### src/rtl/dds_pkg.sv
// Shared register map, sweep enums and configuration payload for the DDS block.
package dds_pkg;

    localparam int unsigned DELTA_W = 32;

    // DDS register-map addresses
    localparam int unsigned ADDR_CTRL   = 0;
    localparam int unsigned ADDR_THETAS = 1;
    localparam int unsigned ADDR_DELTAS = 2;
    localparam int unsigned ADDR_AMPLS  = 3;
    localparam int unsigned ADDR_CLKDIV = 4;
    localparam int unsigned ADDR_STAT   = 5;
    localparam int unsigned ADDR_LNGTH  = 6;

    typedef enum logic [1:0] {
        SINGLE = 2'd0,
        LOOP   = 2'd1,
        TRI    = 2'd2
    } sweep_mode_e;

    typedef enum logic [1:0] {
        IDLE   = 2'd0,
        WRITE  = 2'd1,
        DWELL  = 2'd2,
        FINISH = 2'd3
    } sweep_state_e;

    // Sweep configuration captured at start
    typedef struct packed {
        sweep_mode_e          mode;
        logic [DELTA_W-1:0]   start_delta;
        logic [DELTA_W-1:0]   end_delta;
        logic [DELTA_W-1:0]   step_delta;
    } sweep_cfg_t;

    // Map the raw mode field; the unused encoding behaves as a single sweep
    function automatic sweep_mode_e decode_mode(input logic [1:0] raw);
        case (raw)
            2'd1:    decode_mode = LOOP;
            2'd2:    decode_mode = TRI;
            default: decode_mode = SINGLE;
        endcase
    endfunction

endpackage

### src/rtl/dds_sweep_step.sv
// Next phase-increment computation with endpoint clamping (33-bit, no wrap).
module dds_sweep_step
    import dds_pkg::*;
(
    input  logic [DELTA_W-1:0] cur,
    input  logic [DELTA_W-1:0] step,
    input  logic [DELTA_W-1:0] start_delta,
    input  logic [DELTA_W-1:0] end_delta,
    input  logic               dir_down,
    output logic [DELTA_W-1:0] next_delta,
    output logic               at_end,
    output logic               at_start
);

    logic [DELTA_W:0] up_sum;
    logic [DELTA_W:0] down_lim;
    logic [DELTA_W-1:0] up_next;
    logic [DELTA_W-1:0] down_next;

    // Clamp to the endpoint whenever the step would reach or cross it
    always_comb begin
        up_sum    = {1'b0, cur} + {1'b0, step};
        down_lim  = {1'b0, start_delta} + {1'b0, step};
        up_next   = (up_sum >= {1'b0, end_delta}) ? end_delta : up_sum[DELTA_W-1:0];
        down_next = ({1'b0, cur} < down_lim) ? start_delta : (cur - step);
        next_delta = dir_down ? down_next : up_next;
        at_end     = (cur == end_delta);
        at_start   = (cur == start_delta);
    end

endmodule

### src/rtl/dds_sweep_ctrl.sv
// Chirp sequencer: second bus master stepping DELTAS; host always wins the bus.
module dds_sweep_ctrl
    import dds_pkg::*;
#(
    parameter int unsigned DWELL_W     = 16,
    parameter int unsigned CNT_W       = 16,
    parameter int unsigned DELTAS_ADDR = 2
) (
    input  logic               clk,
    input  logic               a_rst_n,
    input  logic               i_host_write,
    input  logic               i_host_read,
    input  logic [31:0]        i_host_addrs,
    input  logic [31:0]        i_host_writedata,
    output logic [31:0]        o_host_readdata,
    output logic               o_bus_write,
    output logic               o_bus_read,
    output logic [31:0]        o_bus_addrs,
    output logic [31:0]        o_bus_writedata,
    input  logic [31:0]        i_bus_readdata,
    input  logic               i_start,
    input  logic               i_abort,
    input  logic [1:0]         i_mode,
    input  logic [31:0]        i_start_delta,
    input  logic [31:0]        i_end_delta,
    input  logic [31:0]        i_step_delta,
    input  logic [DWELL_W-1:0] i_dwell,
    output logic               o_busy,
    output logic               o_done,
    output logic [CNT_W-1:0]   o_pt_cnt,
    output logic               o_stall
);

    sweep_state_e       state_q, state_d;
    sweep_cfg_t         cfg_q, cfg_d;
    logic [DWELL_W-1:0] dwell_q, dwell_d;
    logic [DWELL_W-1:0] cnt_q, cnt_d;
    logic [DELTA_W-1:0] cur_q, cur_d;
    logic               dir_down_q, dir_down_d;
    logic [CNT_W-1:0]   pt_cnt_q, pt_cnt_d;

    logic               host_req;
    logic               grant;
    logic               degenerate;
    logic               dir_eff;
    logic [DELTA_W-1:0] next_delta;
    logic               at_end;
    logic               at_start;

    assign host_req   = i_host_write | i_host_read;
    assign grant      = (state_q == WRITE) & ~host_req;
    assign degenerate = (cfg_q.step_delta == '0) | (cfg_q.start_delta >= cfg_q.end_delta);

    // Triangle reverses at either endpoint; other modes always step up
    assign dir_eff = (cfg_q.mode == TRI) & (dir_down_q ? ~at_start : at_end);

    dds_sweep_step u_step (
        .cur         (cur_q),
        .step        (cfg_q.step_delta),
        .start_delta (cfg_q.start_delta),
        .end_delta   (cfg_q.end_delta),
        .dir_down    (dir_eff),
        .next_delta  (next_delta),
        .at_end      (at_end),
        .at_start    (at_start)
    );

    // State and datapath registers
    always_ff @(posedge clk or negedge a_rst_n) begin
        if (!a_rst_n) begin
            state_q    <= IDLE;
            cfg_q      <= '0;
            dwell_q    <= '0;
            cnt_q      <= '0;
            cur_q      <= '0;
            dir_down_q <= 1'b0;
            pt_cnt_q   <= '0;
        end else begin
            state_q    <= state_d;
            cfg_q      <= cfg_d;
            dwell_q    <= dwell_d;
            cnt_q      <= cnt_d;
            cur_q      <= cur_d;
            dir_down_q <= dir_down_d;
            pt_cnt_q   <= pt_cnt_d;
        end
    end

    // Next-state and datapath update; abort overrides everything
    always_comb begin
        state_d    = state_q;
        cfg_d      = cfg_q;
        dwell_d    = dwell_q;
        cnt_d      = cnt_q;
        cur_d      = cur_q;
        dir_down_d = dir_down_q;
        pt_cnt_d   = pt_cnt_q;

        if (i_abort) begin
            state_d = IDLE;
        end else begin
            case (state_q)
                IDLE: begin
                    if (i_start) begin
                        cfg_d.mode        = decode_mode(i_mode);
                        cfg_d.start_delta = i_start_delta;
                        cfg_d.end_delta   = i_end_delta;
                        cfg_d.step_delta  = i_step_delta;
                        dwell_d           = i_dwell;
                        cur_d             = i_start_delta;
                        dir_down_d        = 1'b0;
                        pt_cnt_d          = '0;
                        state_d           = WRITE;
                    end
                end
                WRITE: begin
                    if (grant) begin
                        pt_cnt_d = pt_cnt_q + CNT_W'(1);
                        cnt_d    = dwell_q;
                        state_d  = DWELL;
                    end
                end
                DWELL: begin
                    if (cnt_q != '0) begin
                        cnt_d = cnt_q - DWELL_W'(1);
                    end else if (degenerate || (cfg_q.mode == SINGLE && at_end)) begin
                        state_d = FINISH;
                    end else if (cfg_q.mode == LOOP && at_end) begin
                        cur_d   = cfg_q.start_delta;
                        state_d = WRITE;
                    end else begin
                        cur_d      = next_delta;
                        dir_down_d = dir_eff;
                        state_d    = WRITE;
                    end
                end
                FINISH: begin
                    state_d = IDLE;
                end
                default: begin
                    state_d = IDLE;
                end
            endcase
        end
    end

    // Bus mux: host owns the bus whenever it strobes
    always_comb begin
        o_bus_write     = (state_q == WRITE);
        o_bus_read      = 1'b0;
        o_bus_addrs     = 32'(DELTAS_ADDR);
        o_bus_writedata = cur_q;
        if (host_req) begin
            o_bus_write     = i_host_write;
            o_bus_read      = i_host_read;
            o_bus_addrs     = i_host_addrs;
            o_bus_writedata = i_host_writedata;
        end
    end

    assign o_host_readdata = i_bus_readdata;
    assign o_busy          = (state_q != IDLE);
    assign o_done          = (state_q == FINISH);
    assign o_pt_cnt        = pt_cnt_q;
    assign o_stall         = (state_q == WRITE) & host_req;

endmodule

### config.mk
export PLATFORM = sky130hd
export DESIGN_NAME = dds_sweep_ctrl
export DESIGN_NICKNAME = d
export VERILOG_FILES = /design/src/rtl/dds_pkg.sv /design/src/rtl/dds_sweep_step.sv /design/src/rtl/dds_sweep_ctrl.sv
export SDC_FILE = /design/constraint.sdc
export NUM_CORES = 1
export LEC_CHECK = 0
export ABC_AREA = 1
export CORE_AREA = 2 2 238 240
export DETAILED_ROUTE_END_ITERATION = 6
export DIE_AREA = 0 0 240 242
export PLACE_DENSITY = 0.6
export SLEW_MARGIN = 30
export SYNTH_ARGS = -nofsm -noshare
export SYNTH_HDL_FRONTEND = slang
export SYNTH_SLANG_ARGS = --single-unit
### constraint.sdc
create_clock -name clk -period 4.41 [get_ports clk]
set_input_delay 1.1025 -clock clk [delete_from_list [all_inputs] [get_ports clk]]
set_output_delay 1.1025 -clock clk [all_outputs]
set_load 0.01 [all_outputs]
# --- Word-level counts from Yosys, hierarchy flattened ---
# Cells that the tools add are included.
op_classes:
  order_cmp: 3
  n_mul: 0
  n_shift: 0
  n_reduce_logical: 17
  n_mux: 31
  n_addsub: 5
  eq_ne: 18
  bitwise_logic: 8
  div_mod_pow: 0
ops:
  columns: ["cell", "n"]
  rows:
  - ["two-way mux 32 bit", 9]
  - ["adder 32 x 32 -> 33 bit", 2]
  - ["equality test 32 bit", 2]
  - ["two-way mux 16 bit", 4]
  - ["case mux 16 bit (2 select lines)", 2]
  - ["case mux 32 bit (2 select lines)", 1]
  - [">= comparator 33 x 32 -> 1 bit", 1]
  - ["less-than comparator 32 x 33 -> 1 bit", 1]
  - [">= comparator 32 bit", 1]
  - ["zero test 32 bit", 1]
  - ["subtractor 32 bit", 1]
  - ["adder 16 x 1 -> 16 bit, second input constant", 1]
  - ["nonzero test 16 bit", 1]
  - ["subtractor 16 x 1 -> 16 bit, second input constant", 1]
  - ["!= test 2 bit, second input constant", 6]
  - ["two-way mux 2 bit", 5]
  - ["!= test 3 bit, second input constant", 3]
  - ["equality test 2 bit, second input constant", 4]
  - ["case mux 2 bit (4 select lines)", 1]
  - ["AND reduction 4 bit", 2]
  - ["nonzero test 2 bit", 4]
  - ["two-way mux 1 bit", 7]
  - ["equality test 2 x 1 -> 1 bit, second input constant", 3]
  - ["AND reduction 3 bit", 2]
  - ["other kinds (10)", 17]
word_totals:
  wordCells: 92
  ram_bits: 0
  memories: 0
  regBits: 181
  inputBits: 216
  mem_bits_ro: 0
  out_inout_bits: 117
  latch_bits: 0

# --- Depth between registers and ports, before layout ---
# Gate-level depths: netlist of run 1.
logic_depth:
  ltp_word: 9
  depth_mapped: 36
  ltp_nobuf: 34

# --- Modules after synthesis ---
# Synthesis of run 1 repeated with hierarchy kept, for this count alone.
hier_totals:
  hier_cells: 3009
  hier_area_um2: 19517.5
modules_own_cells:
  columns: ["module", "cells_per_inst", "area_per_inst_um2", "n_inst", "seq_area_each_um2"]
  rows:
  - ["dds_sweep_ctrl", 1334, 10105.9, 1, 4529.3]
  - ["dds_sweep_step", 1675, 9411.5, 1, 0.0]

# --- Least setup slack after synthesis of run 1 ---
# No wires, ideal clock.
synth_timing:
  kind: "reg2reg"
  startpoint: "register cfg_q[1] in the netlist's numbering"
  endpoint: "register cur_q[14]"
  setup_slack_ns: 0.444
  path_stages_with_launch: 27
  n_path_buf: 1
  t_arrival_ns: 3.846
  setup_time_ns: 0.120
  period_less_slack_ns: 3.966
  t_required_ns: 4.290
  cell_sequence: "dfrtp_1 inv_1 fa_1 o21ai_2 a21oi_2 o21bai_1 a21oi_1 o21ai_1 a21boi_0 o21bai_1 xnor2_1 ha_1 a21oi_1 nand3b_1 a21boi_0 nor2_1 o21ai_0 nand3_1 nand2_1 buf_2 nand2_1 nand3_1 nand2_1 inv_1 nand2_1 nand2_1 a21oi_2"
synth_between:
  elab_chain_cells: 8
  word_cells_on_any_way: 17
  classes_between: "add/sub: 3; order compare: 2; eq/ne: 1; mux: 7; bitwise: 1; reduce/logical: 3"
synth_lines:
  columns: ["item", "line", "rtl"]
  rows:
  - ["start, declared", "dds_sweep_ctrl.sv:35", "sweep_cfg_t cfg_q, cfg_d;"]
  - ["start signal, assigned", "dds_sweep_ctrl.sv:80", "cfg_q <= cfg_d;"]
  - ["adder 32 x 32 -> 33 bit (on tied branches)", "dds_sweep_step.sv:22, dds_sweep_step.sv:23", null]
  - [">= comparator 33 x 32 -> 1 bit or less-than comparator 32 x 33 -> 1 bit (tied branches)", "dds_sweep_step.sv:24, dds_sweep_step.sv:25", null]
  - ["two-way mux 32 bit (on tied branches)", "dds_sweep_step.sv:24, dds_sweep_step.sv:25", null]
  - ["two-way mux 32 bit", "dds_sweep_step.sv:26", "next_delta = dir_down ? down_next : up_next;"]
  - ["two-way mux 32 bit", "dds_sweep_ctrl.sv:128", "end else if (cfg_q.mode == LOOP && at_end) begin"]
  - ["two-way mux 32 bit", "dds_sweep_ctrl.sv:126", "end else if (degenerate || (cfg_q.mode == SINGLE && at_end)) begin"]
  - ["two-way mux 32 bit", "dds_sweep_ctrl.sv:124", "if (cnt_q != '0) begin"]
  - ["case mux 32 bit (2 select lines)", "dds_sweep_ctrl.sv:102", "case (state_q)"]
  - ["end signal, assigned", "dds_sweep_ctrl.sv:83", "cur_q <= cur_d;"]
  - ["end, declared", "dds_sweep_ctrl.sv:38", "logic [DELTA_W-1:0] cur_q, cur_d;"]
# Several ways; a longest one is shown, not always the timed one. The select of a mux whose other input is x is not followed.
# A chain may end at the register's enable or synchronous reset.

# --- Worst setup path in the final report of run 1 ---
layout_timing:
  startpoint: "register cfg_q[0] in the netlist's numbering"
  endpoint: "register cur_q[1]"
# Same word-level chain as after synthesis.

==> results of run 1 <==
==> worst max path at each step <==
stage / start / end / slack, ps / cells after the start
final: cfg_q[0]$_DFFE_PN0P_ / cur_q[1]$_DFFE_PN0P_ / 200 / 25
after global routing: cfg_q[1]$_DFFE_PN0P_ / cur_q[20]$_DFFE_PN0P_ / -30 / 33
after CTS: cfg_q[0]$_DFFE_PN0P_ / cur_q[13]$_DFFE_PN0P_ / 8 / 27
after detailed placement: cfg_q[0]$_DFFE_PN0P_ / cur_q[1]$_DFFE_PN0P_ / -260 / 25
after global placement: cfg_q[0]$_DFFE_PN0P_ / cur_q[0]$_DFFE_PN0P_ / -190 / 25
after floorplan: cfg_q[1]$_DFFE_PN0P_ / cur_q[14]$_DFFE_PN0P_ / 440 / 26
==> sequential cells by signal, indices dropped and copies added (netlist names) <==
signal	flops
cur_q	32
dir_down_q	1
dwell_q	16
cfg_q	98
state_q	2
o_pt_cnt	16
cnt_q	16
==> critical path: cells and delay by family (launching register included) <==
kind                       cells  cell delay (ps)
xor gates and xnor gates       1               60
DFF                            1              360
and+or+nand+nor               11             1330
adders and majority gates      3              880
AOI/OAI and AO/OA              5              750
buffers and inverters          5              680
==> through the flow <==
stage,std cells,hold WS (ps)
global route,4044,503
global placement,3991,468
finish,4044,489
floorplan,2942,437
CTS,4023,492
detailed placement,3991,467
==> cells by family (layout without fill, tap and decap cells) <==
group | after synthesis | count (layout) | share of synthesized area [%]
and+or+nand+nor | 1289 | 1289 | 28.5
AOI/OAI and AO/OA | 636 | 636 | 19.1
buffers and inverters | 551 | 897 | 11.9
adders and majority gates | 195 | 195 | 12.8
DFF | 181 | 181 | 23.6
xor gates and xnor gates | 90 | 90 | 4.10
==> synthesized netlist by cell type, types with 3 or more instances <==
| cell type | n |
|---|---|
| o221ai_1 | 4 |
| nand4_1 | 38 |
| nand3_1 | 184 |
| a21o_1 | 8 |
| a21oi_2 | 61 |
| buf_1 | 5 |
| o22ai_1 | 5 |
| nor2_2 | 26 |
| nand2_1 | 717 |
| xnor2_1 | 23 |
| o21a_1 | 10 |
| fa_1 | 3 |
| nand2_2 | 3 |
| buf_2 | 36 |
| nor4_1 | 15 |
| a211oi_1 | 4 |
| nor3_1 | 25 |
| inv_1 | 401 |
| a21boi_1 | 3 |
| a21oi_1 | 215 |
| nor2_4 | 4 |
| a21boi_0 | 15 |
| clkbuf_1 | 59 |
| buf_6 | 4 |
| nor2_1 | 259 |
| o21bai_1 | 18 |
| a31oi_1 | 13 |
| o21ai_0 | 238 |
| o31ai_1 | 5 |
| dfrtp_1 | 181 |
| ha_1 | 192 |
| nand3_2 | 7 |
| o211ai_1 | 10 |
| inv_2 | 10 |
| o21ai_1 | 14 |
| xor2_1 | 67 |
| buf_4 | 33 |
==> final cells by class <==
cell class                      instances  area share, %
Sequential cell                       181           18.2
Clock inverter                         15          0.960
Timing Repair Buffer                  453           17.2
Multi-Input combinational cell       2210           51.8
Inverter                              412           6.25
Clock buffer                           17           1.71
Tap cell                              756           3.80
==> what timing repair did <==
| action | 4_1_cts | 5_1_grt |
|---|---|---|
| gates resized for setup | 11 | 112 |
| pin swaps | 2 | 21 |
| endpoints found under the setup margin | 32 | 32 |
| buffers inserted | 0 | 17 |
| cloned | 0 | 4 |
| hold endpoints to repair | 0 | 0 |
==> routing by layer <==
metal	routed length (um)	part of all wire (%)	track usage, %	vias to the layer above
met3	7160	8.5	5.18	198
met1	35900	43	38.1	9812
met4	3760	4.5	12.9	2
met5	7	0.0084	0	-
met2	37000	44	44.0	1019
li1	-	-	-	10200
==> impl_metrics.ini, run 1 <==
[outcome]
status = completed

[clock_network]
clock_latency_ps = 530
cts_buffers = 17
path_clk_slew_ps = 100
hold_buffers = 0
clockBufferDepth = 2
cts_sinks = 181
cts_htree_levels = 4
cts_root_buf = clkbuf_16
cts_tree = yes

[sta]
final.setup_skew_ps = 19.4
slew_violations = 0
hold_viol = 0
fin_crit_sh_pct = 95.6
rsz0062_at_grt = true
slew_headroom_pct = 41.6
fmax_mhz = 237
layout_setup_ws_ps = 195
period_minus_slack_ps = 4210
tightest_slew_ps = 876
finalSetupViolCount = 0
setup-tns-final_ps = 0

[synthesis]
synth_ff_type = dfrtp_1
yosysTopAreaCell = dfrtp_1
synthCells = 2942
ys_seq_area_share_pct = 23.6
avgSynthCellArea_sq_um = 6.54
ys_types = 58
yosys.area.top_type_share_pct = 23.6
syn_nets = 3353
synth-seq-cells = 181
synth_edf_count = 0
yosys_warnings = 0
netlist_area_sq_mm = 0.0192
synth_area_leaders = dfrtp_1, nand2_1, ha_1, inv_1, o21ai_0
async_flop_share_pct = 100

[layout]
final_core_util_pct = 44.7
final_cell_mix = nand2_1, inv_1, clkdlybuf4s50_1, nor2_1, o21ai_0
seq_area_sq_mm = 0.00453
fillers = 5836
final_common_cell = nand2_1
design_area_sq_mm = 0.0249
drive_gt1_share_pct = 13.2
n_antenna_cell = 0
syn2layout_area_growth_pct = 29.5
nets = 3686
multiInputGateArea_sq_mm = 0.0129

[setup_path]
r2r_slack_ps = 200
critPathRequiredTime_ps = 4820
cp.arrival_ps = 4620
rr_endpoint = cur_q[1]$_DFFE_PN0P_
cpMaxStageDelayCell = fa_2
start_kind = flip-flop
critPathKind = flip-flop to flip-flop
critPathMaxFanout = 28
cp_slowest_stage_delay_ps = 370
r2r_cells = 25
crit_path_end_kind = flip-flop
timing.rr.start = cfg_q[0]$_DFFE_PN0P_
cp_common_cell = nand2_1

[placed_design]
place.detailed.hpwl_mm = 66.6
dp_slack_ps = -261
io_buffer_count = 268
finalWeightedCongestion = 1.04
place_area_sq_mm = 0.0235

[min_path]
min_path_cells = 2
holdPathEnd = dwell_q[0]$_DFFE_PN0P_
hold_path_class = flip-flop to flip-flop
hp-start = dwell_q[0]$_DFFE_PN0P_

[global_routing]
grt_pass1_vias = 20000
grt_max_degree = 222
grtUsageTotal_pct = 28.4
antenna_found_initial = 2
grt_overflow = 0
grt_pass1_wl_mm = 124

[routing]
routed_wl_mm = 83.8
drtIter0Drc = 2253
drt-vias-per-instance = 5.26
drtPass1Iterations = 6
dr_total_vias = 21300
drc_errors = 0
final_antenna_net_count = 0
wl_per_cell_um = 20.7

[die]
die_area_sq_mm = 0.0581
initial_utilization_pct = 34.5
die_h_um = 242
chipWidth_um = 240
io_pins = 333
core_area_sq_mm = 0.0557
num_rows = 87

[flow_run]
drv_cap = 0
Power of run 1 is not shown: default switching activity piles up to over one toggle a cycle in this logic, so the estimate is an artifact.
==> run 2: changes to the inputs <==
- RECOVER_POWER: unset -> 100
- SLEW_MARGIN: 30 -> 20
==> impl_metrics.ini, run 2 (synthesis results as in run 1) <==
[setup_path]
cp_common_cell = nor2_1
cp.arrival_ps = 4640
critPathKind = flip-flop to flip-flop
cpMaxStageDelayCell = dfrtp_1
critPathMaxFanout = 10
cp_slowest_stage_delay_ps = 390
crit_path_end_kind = flip-flop
start_kind = flip-flop
critPathRequiredTime_ps = 4820

[routing]
final_antenna_net_count = 0
drt-vias-per-instance = 5.27
wl_per_cell_um = 20.8
routed_wl_mm = 84.0
dr_total_vias = 21300
drtIter0Drc = 2259
drc_errors = 12
drtPass1Iterations = 7

[sta]
final.setup_skew_ps = 21.0
layout_setup_ws_ps = 181
rsz0062_at_grt = true
fin_crit_sh_pct = 95.9
hold_viol = 0
fmax_mhz = 236
period_minus_slack_ps = 4230
slew_headroom_pct = -49.5
setup-tns-final_ps = 0
tightest_slew_ps = 2240
finalSetupViolCount = 0
slew_violations = 362

[layout]
final_cell_mix = nand2_1, inv_1, nor2_1, o21ai_0, a21oi_1
nets = 3686
n_antenna_cell = 0
final_common_cell = nand2_1
largestRegisters = cfg_q: 98 flops, cur_q: 32 flops
design_area_sq_mm = 0.0248
drive_gt1_share_pct = 12.8
largest_register = cfg_q
syn2layout_area_growth_pct = 28.8
largest_reg_flops = 98

[global_routing]
grt_max_degree = 222
grt_pass1_vias = 20000
grt_overflow = 0
grt_pass1_wl_mm = 124
antenna_found_initial = 2
grtUsageTotal_pct = 28.4

[clock_network]
clock_latency_ps = 530
cts_sinks = 181
cts_buffers = 17
clockBufferDepth = 2
cts_htree_levels = 4
cts_root_buf = clkbuf_16
path_clk_slew_ps = 100
cts_tree = yes

[placed_design]
finalWeightedCongestion = 1.04
dp_slack_ps = -261
io_buffer_count = 268
place_area_sq_mm = 0.0235
place.detailed.hpwl_mm = 66.6

[die]
num_rows = 87
chipWidth_um = 240
die_h_um = 242
initial_utilization_pct = 34.5
die_area_sq_mm = 0.0581
io_pins = 333
core_area_sq_mm = 0.0557

[outcome]
status = finished, violations left
violations = DRC, capacitance limit, slew limit

[flow_run]
drv_cap = 3

[min_path]
hold_path_class = flip-flop to flip-flop
-- run 2: changes by cell type in the layout (fill, tap and decap cells not counted), moves of 2 or more --
| cell | previous run | this run |
|---|---|---|
| inv_1 | 394 | 396 |
| dlygate4sd3_1 | 0 | 70 |
| clkbuf_2 | 0 | 4 |
| nand3_1 | 180 | 182 |
| nand3_2 | 10 | 8 |
| nor2_1 | 250 | 253 |
| nor2_2 | 31 | 29 |
| buf_4 | 166 | 164 |
| nor3_4 | 2 | 0 |
| buf_12 | 12 | 9 |
| nor3_1 | 22 | 25 |
| clkdlybuf4s50_1 | 267 | 197 |
-- run 2: final timing paths --
check                                             from                        to  slack (ps)  cells after the start
worst max-delay path              cfg_q[2]$_DFFE_PN0P_      cur_q[1]$_DFFE_PN0P_         180                     26
worst min-delay path            dwell_q[0]$_DFFE_PN0P_    dwell_q[0]$_DFFE_PN0P_         490                      2
worst max register to register    cfg_q[2]$_DFFE_PN0P_      cur_q[1]$_DFFE_PN0P_         180                     26
worst min register to register  dwell_q[0]$_DFFE_PN0P_    dwell_q[0]$_DFFE_PN0P_         490                      2
max in group asynchronous                      a_rst_n     cnt_q[10]$_DFFE_PN0P_         620                      2
min in group asynchronous                      a_rst_n  o_pt_cnt[11]$_DFFE_PN0P_        1190                      1
-- run 2: cell type report --
class / instances / area [sq um]
timing repair buffer: 453 / 4240
sequential: 181 / 4530
tap: 756 / 946
clock inverter: 15 / 239
multi-input combinational: 2210 / 12800
fill: 5849 / 31000
clock buffer: 17 / 425
inverter: 412 / 1550
-- run 2: through the flow --
stage | hold slack [ps] | cells | util [%]
floorplan | 437 | 2942 | -
CTS | 492 | 4023 | 43.4
detailed placement | 467 | 3991 | 42.1
finish | 489 | 4044 | 44.4
global route | 503 | 4044 | 44.4
global placement | 468 | 3991 | 42.1
-- run 2: worst max-delay path, delay by kind of cell, from the launching register on --
| family | cells | cell delay, ps |
|---|---|---|
| AO/OA/AOI/OAI | 12 | 1850 |
| XOR/XNOR | 1 | 100 |
| adder cells (fa/ha/maj) | 2 | 640 |
| buffers and inverters | 3 | 470 |
| flip-flops | 1 | 390 |
| AND/OR/NAND/NOR | 8 | 650 |
-- run 2: repair_timing --
action | 4_1_cts | 5_1_grt
pin swaps | 2 | 21
resized for setup | 11 | 112
setup endpoints to repair | 32 | 32
cloned | 0 | 4
setup buffers | 0 | 17
endpoints found under the hold margin | 0 | 0
hold buffers | 0 | 0
-- run 2: layer usage --
metal	GRT usage [%]	vias to the layer above	part of all wire, %
met1	38.1	9834	43
met5	0	-	0.0083
met2	44.0	1041	44
met3	5.18	195	8.0
met4	12.9	2	4.4
li1	-	10200	-
Power of run 2 is left out for the same reason.
==> run 3: changes to the inputs <==
- CTS_CLUSTER_DIAMETER: unset -> 30
- CTS_CLUSTER_SIZE: unset -> 12
==> results of run 3 <==
Final layout, timing and power as in run 2 (identical DEF).
Power of run 3 is left out for the same reason.
